### config.mk
export PLATFORM = sky130hd
export DESIGN_NAME = mem_wb_stage
export DESIGN_NICKNAME = d
export VERILOG_FILES = /design/src/rtl/pipe_pkg.sv /design/src/rtl/mwb_reg.sv /design/src/rtl/mem_wb_stage.sv
export SDC_FILE = /design/constraint.sdc
export NUM_CORES = 1
export LEC_CHECK = 0
export BUFFER_PORTS_ARGS = -buffer_cell sky130_fd_sc_hd__clkbuf_2
export CORE_ASPECT_RATIO = 1.2
export CORE_MARGIN = 2
export CORE_UTILIZATION = 40
export DETAILED_ROUTE_END_ITERATION = 16
export PLACE_DENSITY = 0.68
export SLEW_MARGIN = 5
export SYNTH_ARGS = -nofsm -noshare
export SYNTH_HDL_FRONTEND = slang
export SYNTH_HIERARCHICAL = 1
export SYNTH_SLANG_ARGS = --single-unit
export TNS_END_PERCENT = 30
### constraint.sdc
create_clock -name clk -period 5.5 [get_ports clk]
set_clock_uncertainty 0.05 [all_clocks]
set_input_delay 0.275 -clock clk [delete_from_list [all_inputs] [get_ports clk]]
set_output_delay 0.275 -clock clk [all_outputs]
set_load 0.02 [all_outputs]
### src/rtl/pipe_pkg.sv
// Shared definitions for the memory / writeback stage.
//   state_t        : memory-stage FSM encoding
//   mwb_t          : one M/WB pipeline register entry
//   TIMEOUT_DEFAULT: default cycles an access may stay outstanding
package pipe_pkg;

  typedef enum logic [1:0] {
    IDLE = 2'd0,
    WAIT = 2'd1,
    ERR  = 2'd2
  } state_t;

  localparam int TIMEOUT_DEFAULT = 64;

  typedef struct packed {
    logic        valid;
    logic        memRead;
    logic        regWrite;
    logic        writeR7;
    logic        halt;
    logic        err;
    logic [2:0]  writeRegSel;
    logic [15:0] alu_result;
    logic [15:0] read_data;
    logic [15:0] pc_plus_2;
  } mwb_t;

endpackage

### src/rtl/mwb_reg.sv
// M/WB pipeline register.
//   clk, rst   : clock, synchronous active-high reset (clears everything)
//   bubble     : clear control fields, hold data fields
//   err_inj    : load valid=1/err=1 with all other controls 0, hold data
//   rdata_load : read_data takes nxt.read_data on a normal load
//   nxt        : entry to load on a normal (non-bubble, non-error) cycle
//   cur        : registered entry seen by writeback and forwarding
module mwb_reg
  import pipe_pkg::*;
(
  input  logic clk,
  input  logic rst,
  input  logic bubble,
  input  logic err_inj,
  input  logic rdata_load,
  input  mwb_t nxt,
  output mwb_t cur
);

  always_ff @(posedge clk) begin
    if (rst) begin
      cur <= '0;
    end else if (bubble || err_inj) begin
      cur.valid    <= err_inj;
      cur.err      <= err_inj;
      cur.memRead  <= 1'b0;
      cur.regWrite <= 1'b0;
      cur.writeR7  <= 1'b0;
      cur.halt     <= 1'b0;
    end else begin
      cur.valid       <= nxt.valid;
      cur.memRead     <= nxt.memRead;
      cur.regWrite    <= nxt.regWrite;
      cur.writeR7     <= nxt.writeR7;
      cur.halt        <= nxt.halt;
      cur.err         <= nxt.err;
      cur.writeRegSel <= nxt.writeRegSel;
      cur.alu_result  <= nxt.alu_result;
      cur.pc_plus_2   <= nxt.pc_plus_2;
      if (rdata_load) cur.read_data <= nxt.read_data;
    end
  end

endmodule

### src/rtl/mem_wb_stage.sv
// Memory-stage controller plus M/WB register.
//   X/M inputs (*_XM)       : instruction currently in the memory stage
//   mem_en/wr/addr/wdata    : request to the data memory, held until mem_done
//   mem_rdata, mem_done     : response; a hit may complete in the issue cycle
//   stall_mem               : freezes PC, F/D, D/X and X/M while outstanding
//   *_MWB                   : registered results for writeback / forwarding
module mem_wb_stage
  import pipe_pkg::*;
#(
  parameter int TIMEOUT = TIMEOUT_DEFAULT,
  parameter int CNT_W   = 7
) (
  input  logic        clk,
  input  logic        rst,
  input  logic        valid_XM,
  input  logic        memRead_XM,
  input  logic        memWrite_XM,
  input  logic [15:0] alu_result_XM,
  input  logic [15:0] write_data_XM,
  input  logic [2:0]  writeRegSel_XM,
  input  logic        regWrite_XM,
  input  logic        writeR7_XM,
  input  logic [15:0] pc_plus_2_XM,
  input  logic        halt_XM,
  output logic        mem_en,
  output logic        mem_wr,
  output logic [15:0] mem_addr,
  output logic [15:0] mem_wdata,
  input  logic [15:0] mem_rdata,
  input  logic        mem_done,
  output logic        stall_mem,
  output logic        valid_MWB,
  output logic        memRead_MWB,
  output logic        regWrite_MWB,
  output logic        writeR7_MWB,
  output logic        halt_MWB,
  output logic        err_MWB,
  output logic [2:0]  writeRegSel_MWB,
  output logic [15:0] alu_result_MWB,
  output logic [15:0] read_data_MWB,
  output logic [15:0] pc_plus_2_MWB
);

  state_t           state;
  logic [CNT_W-1:0] wait_cnt;
  logic [CNT_W-1:0] cnt_next;
  logic             is_mem, misalign, acc, mis_err;
  mwb_t             nxt, cur;

  // Read and write together is illegal and handled like a misaligned access.
  assign is_mem   = valid_XM & (memRead_XM | memWrite_XM) & ~halt_XM;
  assign misalign = alu_result_XM[0] | (memRead_XM & memWrite_XM);
  assign acc      = is_mem & ~misalign;
  assign mis_err  = is_mem & misalign;

  // X/M is frozen while in WAIT, so driving straight from it holds the request.
  assign mem_en    = ~rst & (((state == IDLE) & acc) | (state == WAIT));
  assign mem_wr    = mem_en & memWrite_XM;
  assign mem_addr  = mem_en ? alu_result_XM : '0;
  assign mem_wdata = mem_en ? write_data_XM : '0;
  assign stall_mem = mem_en & ~mem_done;

  assign cnt_next = wait_cnt + 1'b1;

  always_ff @(posedge clk) begin
    if (rst) begin
      state    <= IDLE;
      wait_cnt <= '0;
    end else begin
      case (state)
        IDLE: begin
          if (acc && !mem_done) begin
            state    <= WAIT;
            wait_cnt <= CNT_W'(1);
          end
        end
        WAIT: begin
          if (mem_done) begin
            state    <= IDLE;
            wait_cnt <= '0;
          end else if (cnt_next >= CNT_W'(TIMEOUT)) begin
            state    <= ERR;
            wait_cnt <= '0;
          end else begin
            wait_cnt <= cnt_next;
          end
        end
        ERR:     state <= IDLE;
        default: state <= IDLE;
      endcase
    end
  end

  always_comb begin
    nxt             = '0;
    nxt.valid       = valid_XM;
    nxt.memRead     = valid_XM & memRead_XM;
    nxt.regWrite    = valid_XM & regWrite_XM & ~mis_err;
    nxt.writeR7     = valid_XM & writeR7_XM;
    nxt.halt        = valid_XM & halt_XM;
    nxt.err         = mis_err;
    nxt.writeRegSel = writeRegSel_XM;
    nxt.alu_result  = alu_result_XM;
    nxt.read_data   = mem_rdata;
    nxt.pc_plus_2   = pc_plus_2_XM;
  end

  mwb_reg u_mwb_reg (
    .clk        (clk),
    .rst        (rst),
    .bubble     (stall_mem),
    .err_inj    (state == ERR),
    .rdata_load (mem_en & ~memWrite_XM & mem_done),
    .nxt        (nxt),
    .cur        (cur)
  );

  assign valid_MWB       = cur.valid;
  assign memRead_MWB     = cur.memRead;
  assign regWrite_MWB    = cur.regWrite;
  assign writeR7_MWB     = cur.writeR7;
  assign halt_MWB        = cur.halt;
  assign err_MWB         = cur.err;
  assign writeRegSel_MWB = cur.writeRegSel;
  assign alu_result_MWB  = cur.alu_result;
  assign read_data_MWB   = cur.read_data;
  assign pc_plus_2_MWB   = cur.pc_plus_2;

endmodule

Word-level counts from Yosys, hierarchy flattened
Index checks and enable logic that the tools add are counted.

storage, ports and cells
  bits of input ports = 76
  output and inout bits = 92
  word-level logic and storage cells = 64
  bits in registers = 66

cells by class
  order comparisons = 1
  bitwise gates (word level) = 26
  add/subtract/negate cells = 1
  equality and inequality tests = 4
  multiplexer cells = 11
  reductions and logical operators = 9

operators with widths
  kind                                                      number
  two-way mux 16 bit                                        2
  two-way mux 7 bit                                         3
  AND 1 bit                                                 16
  one-hot mux 7 bit (2 select lines)                        1
  adder 7 x 1 -> 7 bit, second input constant               1
  greater-or-equal comparator 7 bit, second input constant  1
  inverter 1 bit                                            7
  two-way mux 2 bit                                         3
  two-way mux 6 bit                                         1
  AND reduction 2 bit                                       3
  one-hot mux 2 bit (2 select lines)                        1
  != test 3 x 2 -> 1 bit, second input constant             1
  bitwise OR 1 bit                                          3
  == test 2 x 1 -> 1 bit, second input constant             1
  == test 2 bit, second input constant                      1
  zero test 2 bit                                           1
  != test 2 x 1 -> 1 bit, second input constant             1
  nonzero test 2 bit                                        1
  OR reduction 2 bit                                        1
  logical AND 1 bit                                         1
  zero test 1 bit                                           1
  logical OR 1 bit                                          1

Longest topological paths before layout
Gate-level depths: netlist of run 1.

  word-level depth = 11
  gate-level depth with buffers = 9
  mapped depth without buffers = 6

Cells and area by module
Netlist of run 1, hierarchy kept.

modules (own cells, without submodules)
  module        instances  cells each  seq. area each (um2)  area each (um2)
  mwb_reg       1          246         1,141.1               2,404.8
  mem_wb_stage  1          109         180.2                 797.0

Worst setup path before layout of run 1
No wires, ideal clock.

  path kind = input to register
  from = in memRead_XM
  to = reg u_mwb_reg/cur[47] (netlist name)
  required time = 5,380 ps
  buffers on the path = 2
  arrival time = 2,004 ps
  slack = 3,376 ps
  stages = 8
  path through = xnor2_1 nor3_1 o21a_1 nor2b_1 buf_6 clkbuf_1 o21ai_0 a21oi_1

between the ends
  word-level cells in the longest chain between the ends = 9
  elaborated cells between the ends (all ways) = 12
  classes of those cells = bitwise (11); reduce/logical (1)

RTL lines
  element                                               RTL line                                text
  from (decl)                                           mem_wb_stage.sv:16                      input logic memRead_XM,
  bitwise OR 1 bit / AND 1 bit (equally long branches)  mem_wb_stage.sv:51, mem_wb_stage.sv:52
  AND 1 bit / bitwise OR 1 bit (equally long branches)  mem_wb_stage.sv:51, mem_wb_stage.sv:52
  AND 1 bit / inverter 1 bit (equally long branches)    mem_wb_stage.sv:51, mem_wb_stage.sv:53
  AND 1 bit *                                           mem_wb_stage.sv:53                      assign acc = is_mem & ~misalign;
  AND 1 bit *                                           mem_wb_stage.sv:57                      assign mem_en = ~rst & (((state == IDLE) & acc) | (state == WAIT));
  bitwise OR 1 bit *                                    mem_wb_stage.sv:57
  AND 1 bit *                                           mem_wb_stage.sv:57
  AND 1 bit *                                           mem_wb_stage.sv:61                      assign stall_mem = mem_en & ~mem_done;
  named net stall_mem                                   mem_wb_stage.sv:31                      output logic stall_mem,
  logical OR 1 bit *                                    mwb_reg.sv:23                           end else if (bubble || err_inj) begin

The timed path passes the listed nets; every way through them passes the cells marked *.
A chain may end at the register's enable or synchronous reset.

Worst setup path in the final report of run 1
  from = reg state[1]
  to = out stall_mem

between the ends
  word-level cells in the longest chain between the ends = 5
  elaborated cells between the ends (all ways) = 6
  classes of those cells = eq/ne (1); bitwise (4); reduce/logical (1)

RTL lines
  element                 RTL line            text
  from (decl)             mem_wb_stage.sv:44  state_t state;
  from (signal assigned)  mem_wb_stage.sv:67  state <= IDLE;
  from (signal assigned)  mem_wb_stage.sv:73  state <= WAIT;
  from (signal assigned)  mem_wb_stage.sv:79  state <= IDLE;
  zero test 2 bit         mem_wb_stage.sv:57
  AND 1 bit               mem_wb_stage.sv:57
  bitwise OR 1 bit *      mem_wb_stage.sv:57
  AND 1 bit *             mem_wb_stage.sv:57
  AND 1 bit *             mem_wb_stage.sv:61
  to (decl)               mem_wb_stage.sv:31

Every way passes the cells marked *; elsewhere a longest branch is shown, timed or not.

==> impl_metrics.ini, run 1 <==
[critical_path]
r2r_slack_ns = 2.71
crit_chain = nor2_1 -> o21a_1 -> nor2b_4 -> buf_4 -> clkbuf_2
reg2reg_from = state[1]$_SDFFE_PP0P_
cp.required_ns = 5.18
crit_path_end_kind = output pin
reg2reg_to = u_mwb_reg/cur[17]$_SDFFE_PP0P_
arrival_ns = 2.69
crit_fanout = 74
crit_slowest_cell = o21a_1
crit_buf_inv = 2
startpoint_type = flip-flop
path_delay_family = buffers and inverters
worstSetupPathType = reg2out
max_stage_delay_ns = 0.65
r2r_cells = 5

[sta]
finalHoldViolCount = 0
drv_slew = 0
relSlewSlack_pct = 30.1
setup_viol = 0
worst_pin_slew_ns = 1.05
finalCritPeriodShare_pct = 54.9
fmax_ghz = 0.331
tns_ns = 0
hold_ws_ns = 0.125
min_period_ns = 3.02
rsz0062_at_grt = no

[hold_path]
hold_class = in2reg
hold_end = u_mwb_reg/cur[24]$_SDFFE_PP0P_
whs_path_depth = 3
worstHoldStart = mem_rdata[8]

[pwr]
ir_drop_mv = 0.128
pwr-share-clk_pct = 39.2
pwr-share-comb_pct = 12.4
seqPwrFrac_pct = 48.3
powerDensity_mw_per_mm2 = 249
p_int_mw = 0.777
swShare_pct = 25.6
p_sw_mw = 0.267
power.leakage_nw = 1.96

[synthesis]
synth.avg_cell_area_um2 = 9.02
synth_edf_count = 0
ys_dominant_reg_cell = dfxtp_1
synth_most_common_cell = dfxtp_1
syn-cell-area_mm2 = 0.00320
synthAdderAreaFrac_pct = 0.391
synth_fp_nets = 432
synth_compound_area_share_pct = 16.3
synth-async-reset-ratio_pct = 0
synth_xor_area_share_pct = 0.274
synth_seq_cells = 66
synth_mux_area_share_pct = 5.00
synthTopCellsByArea = dfxtp_1 41%, or3b_1 9.8%, and2_1 7.6%
synth_top_family_by_area = simple AND/OR/NAND/NOR gates
yosysUniqueCellTypes = 39
synth_common_cells = 66 x dfxtp_1, 42 x a21oi_1, 39 x and2_1
yosys.area.top_type_share_pct = 41.3
synth_top_area_cell = dfxtp_1
yosysWarnings = 6
synth_simple_gate_area_share_pct = 29.9
synthCells = 355
ys_seq_area_share_pct = 41.3

[detailed_routing]
vias_per_cell = 4.97
antenna_left = 0
drc = 0
wl_per_cell_um = 12.9
finalWirelength_um = 7770
first_pass_iters = 4
vias = 2992
drt_iter0_drc = 125

[clocking]
cts_tree = done
htreeDepth = 3
clk_path_buf_depth = 2
path_clk_slew_ns = 0.07
root_buffer = clkbuf_8
cts_setup_buffers = 0
clock_latency_ns = 0.33
cts-hold-fix-buffers = 0
cts_buffers = 9
clkSinkCount = 66
cts_resized = 0

[global_routing]
gr-usage-all-layers_pct = 17.3
grt_max_degree = 76
overflow = 0
antenna_found_initial = 0
grt_first_pass_wirelength_um = 12000
first_global_vias = 2652

[finish]
n_antenna_cell = 0
drive_gt1_share_pct = 37.6
final_area_mm2 = 0.00419
nNetsFinal = 582
area_growth_pct = 30.9
final_cells = 602
post-route-util_pct = 54.4

[status]
status = completed

[place]
routabilityCongestion = 0.850
place_area_mm2 = 0.00399
placedCellCount = 586
portBuffers = 167
dp_hpwl_um = 5550

[run]
maxCapViolCount = 0

[floorplanning]
die_w_um = 85.7
die_h_um = 102
start_util_pct = 41.5
rows = 35
core_area_mm2 = 0.00771
dieArea_mm2 = 0.00874
io_pins = 168
-- power groups by stage --
stage / clock [mW] / sequential (mW) / combinational [mW]
floorplan: 0 / 0.535 / 0.0538
global placement: 0 / 0.515 / 0.129
detailed placement: 0 / 0.516 / 0.131
CTS: 0.424 / 0.505 / 0.131
global route: 0.445 / 0.506 / 0.142
finish: 0.410 / 0.504 / 0.130
-- cell type report --
cell class	count	area [µm²]
inverter	4	15.0
multi-input combinational	254	1680
fill	714	3520
timing repair buffer	170	858
clock buffer	10	138
tap	92	115
sequential	66	1320
clock inverter	6	65.1
-- how the worst max path moves through the flow --
stage	from	to	cells past startpoint
6_report	state[1]$_SDFFE_PP0P_	stall_mem	5
5_1_grt	state[1]$_SDFFE_PP0P_	stall_mem	5
4_1_cts	state[1]$_SDFFE_PP0P_	stall_mem	5
3_5_place_dp	rst	u_mwb_reg/cur[29]$_SDFFE_PP0P_	7
3_3_place_gp	rst	u_mwb_reg/cur[31]$_SDFFE_PP0P_	7
2_1_floorplan	memRead_XM	u_mwb_reg/cur[47]$_SDFFE_PP0N_	8
-- tightest hold or removal path, stage by stage --
cell and delay (ns):
clkbuf_2 0.08, nand2b_1 0.05, mux2i_1 0.06
-- state kept, by name, summed over array words and instances (netlist names) --
signal / count
state: 2
wait_cnt: 7
u_mwb_reg/cur: 57
-- per-stage QoR --
| stage | total power [mW] | setup WS, ns |
|---|---|---|
| after global routing | 1.09 | 2.17 |
| final | 1.04 | 2.48 |
| after floorplan | 0.589 | 3.38 |
| after CTS | 1.06 | 2.42 |
| after global placement | 0.644 | 2.52 |
| after detailed placement | 0.647 | 2.39 |
-- kinds of logic (layout without fill, tap and decap cells) --
kind of cell               Yosys count  after routing
buffers and inverters               35            190
DFF                                 66             66
and+or+nand+nor                    141            141
AOI/OAI and AO/OA                   95             95
muxes                               16             16
xor gates and xnor gates             1              1
adders and majority gates            1              1
-- cell usage in the layout, fill, tap and decap left out, drive strengths merged, types with 2 or more instances in the layout --
cell	n
nor2	3
nor3b	2
nand2	7
clkinv	3
mux2i	16
or4	3
or3b	36
nand3	3
a21oi	43
dfxtp	66
a31oi	2
nor3	4
nor4	2
clkbuf	177
and2	39
or3	2
o21ai	40
inv	5
buf	3
o21a	2
nand2b	36
o31ai	4
-- layer usage --
layer  vias to the layer above  GRT usage [%]  part of all wire [%]
li1                       1548              -                     -
met4                         0           9.65                   1.9
met1                      1336           20.5                    41
met5                         -              0                     0
met2                        97           29.2                    51
met3                        11           3.39                   5.8
Power figures use the tool's default switching activity.
==> run 2: changes to the inputs <==
- clock period: 5.5 -> 2.8 ns (I/O delays scaled with it)
==> run 2 against run 1 <==
Final area increased by 3.5%. Clock-buffer cell count decreased by 1. First-iteration DRC count decreased by 22%. Clock power increased by 77%. Via count increased by 3.4%. Sequential power increased by 96%. Critical path depth unchanged. Die area unchanged. Power increased by 91%. Critical path type unchanged. Largest power group unchanged.
==> impl_metrics.ini, run 2 (synthesis results as in run 1) <==
[global_routing]
grt_max_degree = 75
first_global_vias = 2788
antenna_found_initial = 0
grt_use_met1_pct = 21.8
gr-usage-all-layers_pct = 18.4
busiest_layer = met2
grt_first_pass_wirelength_um = 12700
grt.met2_usage_pct = 32.3
overflow = 0
grtUsageMet3_pct = 3.23

[detailed_routing]
drc = 0
finalWirelength_um = 8180
vias = 3093
vias_per_cell = 5.01
drt_iter0_drc = 98
antenna_left = 0
first_pass_iters = 4
wl_per_cell_um = 13.3

[status]
status = completed

[finish]
nNetsFinal = 597
top_regs = u_mwb_reg/cur x57, wait_cnt x7, state x2
area_growth_pct = 35.4
largest_register_ffs = 57
final_area_mm2 = 0.00434
top_register = u_mwb_reg/cur
layout.cells.most_common = clkbuf_2
post-route-util_pct = 56.3
n_antenna_cell = 0
drive_gt1_share_pct = 37.0
final_cells = 617
layout_common_cells = 167 x clkbuf_2, 66 x dfxtp_1, 42 x a21oi_1

[critical_path]
crit_slowest_cell = nor2b_4
crit_path_end_kind = output pin
arrival_ns = 2.20
crit_fanout = 52
max_stage_delay_ns = 0.50
cp.required_ns = 2.61
worst-path-stages = 5
startpoint_type = flip-flop
crit_buf_inv = 2
worstSetupPathType = reg2out
crit_chain = nor2_1 -> o21a_1 -> nor2b_4 -> buf_12 -> clkbuf_2
r2r_cells = 6
path_delay_family = simple AND/OR/NAND/NOR gates

[sta]
finalHoldViolCount = 0
min_period_ns = 2.39
tns_ns = 0
setup_viol = 0
fmax_ghz = 0.419
drv_slew = 0
hold_ws_ns = 0.00506
worst_pin_slew_ns = 0.661
worst_slack_ns = 0.413
relSlewSlack_pct = 55.9
rsz0062_at_grt = no
finalCritPeriodShare_pct = 85.2

[clocking]
path_clk_slew_ns = 0.08
cts_tree = done
htreeDepth = 3
root_buffer = clkbuf_8
clk_path_buf_depth = 2
clock_latency_ns = 0.34
clkSinkCount = 66
cts_setup_buffers = 0
cts_buffers = 9

[floorplanning]
dieArea_mm2 = 0.00874
start_util_pct = 41.5
die_h_um = 102
io_pins = 168
die_w_um = 85.7
core_area_mm2 = 0.00771
rows = 35

[place]
place_area_mm2 = 0.00403
routabilityCongestion = 0.837
placedCellCount = 588
dp_slack_ns = 0.672
dp_hpwl_um = 5760
portBuffers = 167

[hold_path]
hold_class = in2reg
whs_path_depth = 3

[pwr]
power.leakage_nw = 2.01
ir_drop_mv = 0.302
power.total_mw = 1.99
powerDensity_mw_per_mm2 = 459

[run]
maxCapViolCount = 0
## run 2: changes by cell type in the layout (fill, tap and decap cells not counted)
cell | previous run | this run
buf_12 | 0 | 2
clkinv_2 | 2 | 1
bufinv_16 | 1 | 0
dlygate4sd3_1 | 0 | 13
clkinvlp_4 | 1 | 3
clkbuf_8 | 10 | 9
inv_6 | 1 | 2
## run 2: final timing paths
check	from	slack (ns)	to
max	state[1]$_SDFFE_PP0P_	0.41	stall_mem
min	mem_rdata[10]	0.005	u_mwb_reg/cur[26]$_SDFFE_PP0P_
max reg2reg	state[1]$_SDFFE_PP0P_	0.67	u_mwb_reg/cur[53]$_SDFF_PP0_
min reg2reg	u_mwb_reg/cur[46]$_SDFFE_PP0N_	0.43	u_mwb_reg/cur[46]$_SDFFE_PP0N_
## run 2: timing repair
action                                  CTS  global route
endpoints found under the hold margin    13             0
endpoints found under the setup margin    0             0
resized for setup                         0             0
hold buffers                             13             0
## run 2: worst min-delay path, stage by stage
cell	delay (ns)
clkbuf_2	0.08
nand2b_1	0.06
mux2i_1	0.07
## run 2: final cells by class
class                   instances  area [µm²]
fillers                       713        3370
multi-input cells             254        1680
well taps                      92         115
clock buffers                   9         124
clock inverters                 7        53.8
flip-flops and latches         66        1320
repair buffers                185        1030
inverters                       4        15.0
## run 2: power breakdown
part	switching, mW	internal [mW]
Sequential	0.0171	0.973
Clock	0.400	0.327
Combinational	0.143	0.129
Total	0.560	1.43
## run 2: routing by layer
layer / part of all wire, % / up-vias
li1: - / 1572
met1: 42 / 1406
met2: 51 / 105
met3: 5.7 / 10
met4: 1.8 / 0
met5: 0 / -
